`config.mk`:
```
export PLATFORM = sky130hd
export DESIGN_NAME = mod_clock_divider_multi
export DESIGN_NICKNAME = d
export VERILOG_FILES = /design/src/rtl/clkdiv_pkg.sv /design/src/rtl/mod_clock_divider_ch.sv /design/src/rtl/mod_clock_divider_multi.sv
export SDC_FILE = /design/constraint.sdc
export NUM_CORES = 2
export LEC_CHECK = 0
export ABC_CLOCK_PERIOD_IN_PS = 29200
export CAP_MARGIN = 30
export CORE_MARGIN = 2
export CORE_UTILIZATION = 30
export CTS_BUF_LIST = sky130_fd_sc_hd__clkbuf_8
export DETAILED_ROUTE_END_ITERATION = 6
export PLACE_DENSITY_LB_ADDON = 0.12
export SYNTH_ARGS = -nofsm -noshare
export SYNTH_HDL_FRONTEND = slang
export SYNTH_SLANG_ARGS = --single-unit
```
`constraint.sdc`:
```
create_clock -name clk -period 29.2 [get_ports clk]
set_clock_uncertainty 0.05 [all_clocks]
set_input_delay 2.92 -clock clk [delete_from_list [all_inputs] [get_ports clk]]
set_output_delay 2.92 -clock clk [all_outputs]
set_load 0.005 [all_outputs]
```
`src/rtl/clkdiv_pkg.sv`:
```
// Shared definitions for the multi-channel clock/strobe divider.
package clkdiv_pkg;

  localparam int CLKDIV_CNT_W   = 32;
  localparam int CLKDIV_DEF_ON  = 80;
  localparam int CLKDIV_DEF_OFF = 80;

  typedef struct packed {
    logic [CLKDIV_CNT_W-1:0] on;
    logic [CLKDIV_CNT_W-1:0] off;
  } cfg_t;

  // Channel-select width; never narrower than one bit.
  function automatic int ch_idx_w(input int n);
    return (n > 1) ? $clog2(n) : 1;
  endfunction

endpackage

```
`src/rtl/mod_clock_divider_ch.sv`:
```
// One divider channel: period counter, shadowed on/off counts and registered outputs.
module mod_clock_divider_ch
  import clkdiv_pkg::*;
#(
  parameter int CNT_W   = CLKDIV_CNT_W,
  parameter int DEF_ON  = CLKDIV_DEF_ON,
  parameter int DEF_OFF = CLKDIV_DEF_OFF
) (
  input  logic             clk,
  input  logic             reset,
  input  logic             en,
  input  logic             sync,
  input  logic             wr,
  input  logic [CNT_W-1:0] cfg_on,
  input  logic [CNT_W-1:0] cfg_off,
  output logic             div_clk,
  output logic             tick
);

  typedef struct packed {
    logic [CNT_W-1:0] on;
    logic [CNT_W-1:0] off;
  } ch_cfg_t;

  localparam logic [CNT_W:0] ONE = (CNT_W+1)'(1);

  logic           en_q;
  logic [CNT_W:0] cnt, cnt_n;
  ch_cfg_t        act, act_n, pend, pend_n, fwd;
  logic           pend_v, pend_v_n;
  logic [CNT_W:0] period, period_n;
  logic           wrap, apply;
  logic           div_n, tick_n;

  assign period = {1'b0, act.on} + {1'b0, act.off};

  always_comb begin
    act_n    = act;
    pend_n   = pend;
    pend_v_n = pend_v;
    cnt_n    = cnt;
    // A write landing on the apply cycle bypasses the shadow registers.
    fwd = pend_v ? pend : act;
    if (wr) fwd = '{on: cfg_on, off: cfg_off};
    wrap  = (period != '0) && (cnt >= period - ONE);
    apply = !en || !en_q || sync || wrap || (period == '0);
    if (apply) begin
      act_n    = fwd;
      pend_v_n = 1'b0;
      cnt_n    = '0;
    end else begin
      cnt_n = cnt + ONE;
      if (wr) begin
        pend_n   = '{on: cfg_on, off: cfg_off};
        pend_v_n = 1'b1;
      end
    end
    period_n = {1'b0, act_n.on} + {1'b0, act_n.off};
    div_n    = en && (cnt_n < {1'b0, act_n.on}) && (period_n != '0);
    tick_n   = en && (cnt_n == '0) && (period_n != '0);
  end

  always_ff @(posedge clk or negedge reset) begin
    if (!reset) begin
      en_q    <= 1'b0;
      cnt     <= '0;
      act     <= '{on: CNT_W'(DEF_ON), off: CNT_W'(DEF_OFF)};
      pend    <= '0;
      pend_v  <= 1'b0;
      div_clk <= 1'b0;
      tick    <= 1'b0;
    end else begin
      en_q    <= en;
      cnt     <= cnt_n;
      act     <= act_n;
      pend    <= pend_n;
      pend_v  <= pend_v_n;
      div_clk <= div_n;
      tick    <= tick_n;
    end
  end

endmodule

```
`src/rtl/mod_clock_divider_multi.sv`:
```
// N-channel programmable clock/strobe generator; decodes config writes and fans out sync.
module mod_clock_divider_multi
  import clkdiv_pkg::*;
#(
  parameter  int NUM_CH  = 4,
  parameter  int CNT_W   = CLKDIV_CNT_W,
  parameter  int DEF_ON  = CLKDIV_DEF_ON,
  parameter  int DEF_OFF = CLKDIV_DEF_OFF,
  localparam int CH_W    = ch_idx_w(NUM_CH)
) (
  input  logic              clk,
  input  logic              reset,
  input  logic [NUM_CH-1:0] en,
  input  logic              sync,
  input  logic              cfg_wr,
  input  logic [CH_W-1:0]   cfg_ch,
  input  logic [CNT_W-1:0]  cfg_on,
  input  logic [CNT_W-1:0]  cfg_off,
  output logic [NUM_CH-1:0] div_clk,
  output logic [NUM_CH-1:0] tick
);

  // cfg_wr acts as a valid with an implicit ready of 1: every strobe is taken
  // in its cycle; a cfg_ch that names no channel is dropped silently.
  logic [NUM_CH-1:0] wr_ch;

  for (genvar c = 0; c < NUM_CH; c++) begin : g_ch
    assign wr_ch[c] = cfg_wr && (cfg_ch == CH_W'(c));

    mod_clock_divider_ch #(
      .CNT_W  (CNT_W),
      .DEF_ON (DEF_ON),
      .DEF_OFF(DEF_OFF)
    ) u_ch (
      .clk    (clk),
      .reset  (reset),
      .en     (en[c]),
      .sync   (sync),
      .wr     (wr_ch[c]),
      .cfg_on (cfg_on),
      .cfg_off(cfg_off),
      .div_clk(div_clk[c]),
      .tick   (tick[c])
    );
  end

endmodule

```
==> flow_summary_export.csv <==
group,metric,value,unit
outcome,status,"finished, final reports clean",
yosys,yosys.area_share.xor_xnor,6.44,%
yosys,synth_adder_area_share,12.5,%
routing,remaining_drc_errors,0,
yosys,synth.largest_area_cell,"sky130_fd_sc_hd__dfrtp_1",
sta,finalCritPeriodShare,43.7,%
setup_path,r2r_end,"g_ch[1].u_ch.div_clk$_DFF_PN0_",
global_routing,antenna_found_initial,5,
setup_path,r2r_setup_slack,16.43,ns
clock_tree,cts.path.max_buffers,3,
sta,final_max_slew_viol_count,0,
yosys,mean_instance_size_in_the_synthesized_netlist,8.71,µm²
finish,synthToLayoutAreaGrowth,12.1,%
clock_tree,cts.sinks,660,
setup_path,worst_path_largest_cell_delay,0.72,ns
yosys,synthSimpleGateAreaFrac,17.5,%
clock_tree,insertion_delay,0.89,ns
power_and_ir_drop,cellPowerDensity,87.0,nW/µm²
yosys,largest_family_of_logic_cells_by_synthesized_area,"compound AO/OA/AOI/OAI gates",
worst_hold_path,hold_path_startpoint,"g_ch[3].u_ch.pend[1]$_DFFE_PN0P_",
setup_path,cpMaxStageDelayCell,"sky130_fd_sc_hd__nor4_1",
sta,finalSetupViolCount,0,
setup_path,r2r_start,"g_ch[1].u_ch.act[32]$_DFF_PN0_",
placement,final_weighted_congestion_of_routability_driven_global_placement,0.895,
finish,drive_gt1_share,10.8,%
sta,postLayoutSetupSlackWorst,16.43,ns
global_routing,grt.overflow.total,0,
clock_tree,tritoncts.num_buffers,140,
clock_tree,cts_hold_buf,0,
yosys,synth-edff-count,0,
floorplan,floorplan.core_area,176000,µm²
placement,hpwlAfterDp,155,mm
floorplan,die_outline_width,425,µm
yosys,postSynthRegisterBits,660,
clock_tree,cts_tree,"yes",
yosys,synth_mux_area_share,6.82,%
floorplan,die_y,425,µm
yosys,synthCells,6102,
job,max-cap-violations,0,
sta,setup-tns-final,0,ns
setup_path,worst_setup_path_end_kind,"flop",
clock_tree,cts_root_buf,"sky130_fd_sc_hd__clkbuf_8",
setup_path,category_of_the_most_critical_setup_path,"flop to flop",
placement,post-place-ws,16.26,ns
yosys,yosysUniqueCellTypes,113,
placement,io_buffers,81,
sta,timing.final.hold_violations,0,
yosys,synth_net_count,6683,
routing,final_antenna_net_count,0,
global_routing,global_route.usage.total,21.9,%
sta,clock.fmax,78.3,MHz
worst_hold_path,hold_depth,1,
yosys,synth_compound_area_share,21.6,%
yosys,synth.top_cell.area_share,30.3,%
yosys,yosys_warnings,0,
routing,final_routed_wirelength,201,mm
yosys,synth_common_cells,"sky130_fd_sc_hd__dfrtp_1, sky130_fd_sc_hd__nor2_1, sky130_fd_sc_hd__ha_1, sky130_fd_sc_hd__nand2_1, sky130_fd_sc_hd__a21oi_1",
sta,period_needed,12.77,ns
setup_path,path_max_fanout,53,
clock_tree,cts_setup_buffers,0,
routing,vias_per_cell,5.45,
sta,worst_slew_pin_slew,1.00,ns
finish,layout.nets,6733,
yosys,ffs_w_async_s_r_synth,100,%
setup_path,start_kind,"flop",
clock_tree,clk_pin_slew_worst_paths,0.07,ns
sta,slew_headroom,33.3,%
global_routing,vias_in_the_first_global_route,46300,
setup_path,worst-r2r-cell-count,44,
routing,drt_pre_antenna_iters,6,
yosys,yosysSeqAreaShare,31.1,%
routing,route.detailed.wl_per_inst,23.4,µm
finish,final_cell_area,59600,µm²
setup_path,timing.critical_path.arrival,13.49,ns
placement,placed_cell_area,56600,µm²
sta,fin_hold_ws,0.455,ns
yosys,mappedNetlistArea,53200,µm²
routing,dr_total_vias,46900,
global_routing,grt_first_pass_wirelength,301,mm
clock_tree,postCtsResizedCells,0,
global_routing,grt_start_max_net_pins,156,
yosys,yosysMostFrequentCell,"sky130_fd_sc_hd__dfrtp_1",
routing,drtIter0Drc,3778,
yosys,synth.top_cells.by_area,"sky130_fd_sc_hd__dfrtp_1, sky130_fd_sc_hd__ha_1, sky130_fd_sc_hd__mux2_2",
clock_tree,htreeDepth,4,
setup_path,worst_ep_required_time,29.92,ns
worst_hold_path,holdPathEnd,"g_ch[3].u_ch.pend[1]$_DFFE_PN0P_",
power_and_ir_drop,leakage_power,0.0261,µW
floorplan,die_area,181000,µm²
power_and_ir_drop,vdd_drop_max,0.0000466,V
worst_hold_path,min_path_type,"flop to flop",
sta,unrepaired_setup_endpoints_after_global_routing,"false",
floorplan,core.rowCount,154,
floorplan,boundaryPins,82,
yosys,synth_top_flop_cell,"sky130_fd_sc_hd__dfrtp_1",
floorplan,initial_utilization,30.2,%
-- registers in the layout (all words and copies together), names as in the netlist --
signal	cells
g_ch.u_ch.act	256
g_ch.u_ch.pend	256
g_ch.u_ch.cnt	132
g_ch.u_ch.div_clk	4
g_ch.u_ch.en_q	4
g_ch.u_ch.pend_v	4
g_ch.u_ch.tick	4
-- critical path, delay by kind of cell, from the launching register on --
kind,cells,cell delay (ns)
AOI/OAI and AO/OA,17,3.94
buffers and inverters,5,1.22
and+or+nand+nor,14,4.63
xor gates and xnor gates,1,0.12
DFF,1,0.37
adders and majority gates,6,1.89
muxes,1,0.38
-- logic make-up (layout without fill, tap and decap cells) --
kind of cell    Yosys count  in the layout
compound gates         1758           1758
flops                   660            660
buf+inv                 535            699
fa+ha+maj               532            532
simple gates           1900           1900
other cells               0              7
mux                     326            326
xor+xnor                391            391
-- where the power goes --
part	internal [µW]	switching [µW]	total, µW
Sequential	1080	130	1210
Combinational	1140	1780	2910
Clock	566	492	1060
Total	2790	2400	5180
-- cells in the final DEF (no fill, tap or decap), types with 30 or more instances in the layout --
cell type | netlist | final
sky130_fd_sc_hd__dfrtp_1 | 644 | 644
sky130_fd_sc_hd__nor2_1 | 560 | 556
sky130_fd_sc_hd__ha_1 | 499 | 499
sky130_fd_sc_hd__nand2_1 | 460 | 453
sky130_fd_sc_hd__a21oi_1 | 449 | 448
sky130_fd_sc_hd__inv_1 | 271 | 318
sky130_fd_sc_hd__o21ai_0 | 292 | 292
sky130_fd_sc_hd__mux2_2 | 267 | 267
sky130_fd_sc_hd__o22ai_1 | 230 | 230
sky130_fd_sc_hd__xnor2_1 | 220 | 220
sky130_fd_sc_hd__a21o_1 | 173 | 173
sky130_fd_sc_hd__xor2_1 | 171 | 171
sky130_fd_sc_hd__clkbuf_8 | 0 | 169
sky130_fd_sc_hd__nand3_1 | 149 | 148
sky130_fd_sc_hd__nand4_1 | 118 | 118
sky130_fd_sc_hd__o21a_1 | 119 | 118
sky130_fd_sc_hd__nor3_1 | 108 | 108
sky130_fd_sc_hd__buf_4 | 10 | 86
sky130_fd_sc_hd__clkdlybuf4s50_1 | 0 | 80
sky130_fd_sc_hd__and3_1 | 76 | 76
sky130_fd_sc_hd__nor2b_1 | 65 | 65
sky130_fd_sc_hd__nand2b_1 | 61 | 61
sky130_fd_sc_hd__nor4_1 | 60 | 60
sky130_fd_sc_hd__and2_1 | 59 | 59
sky130_fd_sc_hd__mux2i_1 | 56 | 56
sky130_fd_sc_hd__a211oi_1 | 49 | 49
sky130_fd_sc_hd__a31oi_1 | 43 | 43
sky130_fd_sc_hd__or3_1 | 43 | 43
sky130_fd_sc_hd__o22a_1 | 43 | 43
sky130_fd_sc_hd__o211ai_1 | 39 | 39
sky130_fd_sc_hd__o21bai_1 | 30 | 30
-- routing by layer --
| metal | up-vias | track usage [%] | wire, µm |
|---|---|---|---|
| met5 | - | 0 | 0 |
| li1 | 22700 | - | - |
| met3 | 257 | 2.81 | 8000 |
| met2 | 1059 | 32.9 | 86000 |
| met1 | 22900 | 32.2 | 101000 |
| met4 | 0 | 7.10 | 6610 |
-- how the worst max path moves through the flow --
stage,start,end,cells past startpoint,slack (ns)
after floorplan,g_ch[3].u_ch.act[0]$_DFF_PN0_,g_ch[3].u_ch.tick$_DFF_PN0_,50,18.67
after global placement,g_ch[1].u_ch.act[32]$_DFF_PN0_,g_ch[1].u_ch.div_clk$_DFF_PN0_,43,16.41
after detailed placement,g_ch[1].u_ch.act[32]$_DFF_PN0_,g_ch[1].u_ch.div_clk$_DFF_PN0_,43,16.26
after CTS,g_ch[1].u_ch.act[32]$_DFF_PN0_,g_ch[1].u_ch.div_clk$_DFF_PN0_,43,16.27
after global routing,g_ch[3].u_ch.act[32]$_DFF_PN0_,g_ch[3].u_ch.div_clk$_DFF_PN0_,54,15.33
final,g_ch[1].u_ch.act[32]$_DFF_PN0_,g_ch[1].u_ch.div_clk$_DFF_PN0_,44,16.43
-- stage by stage --
stage	total power [µW]	instances	util, %
after floorplan	3290	6102	-
after global placement	4100	8347	32.1
after detailed placement	4090	8348	32.2
after CTS	5200	8604	33.8
after global routing	5600	8612	33.8
final	5180	8613	33.8
-- cell type report --
class                      instances  area, µm²
fill                           18500     117000
multi-input combinational       4907      34600
sequential                       660      16500
tap                             2340       2930
clock buffer                     169       2330
timing repair buffer             172       1580
inverter                         271       1020
clock inverter                    87        573
antenna                            7       17.5
No activity file was read; power rests on OpenSTA's default activity.
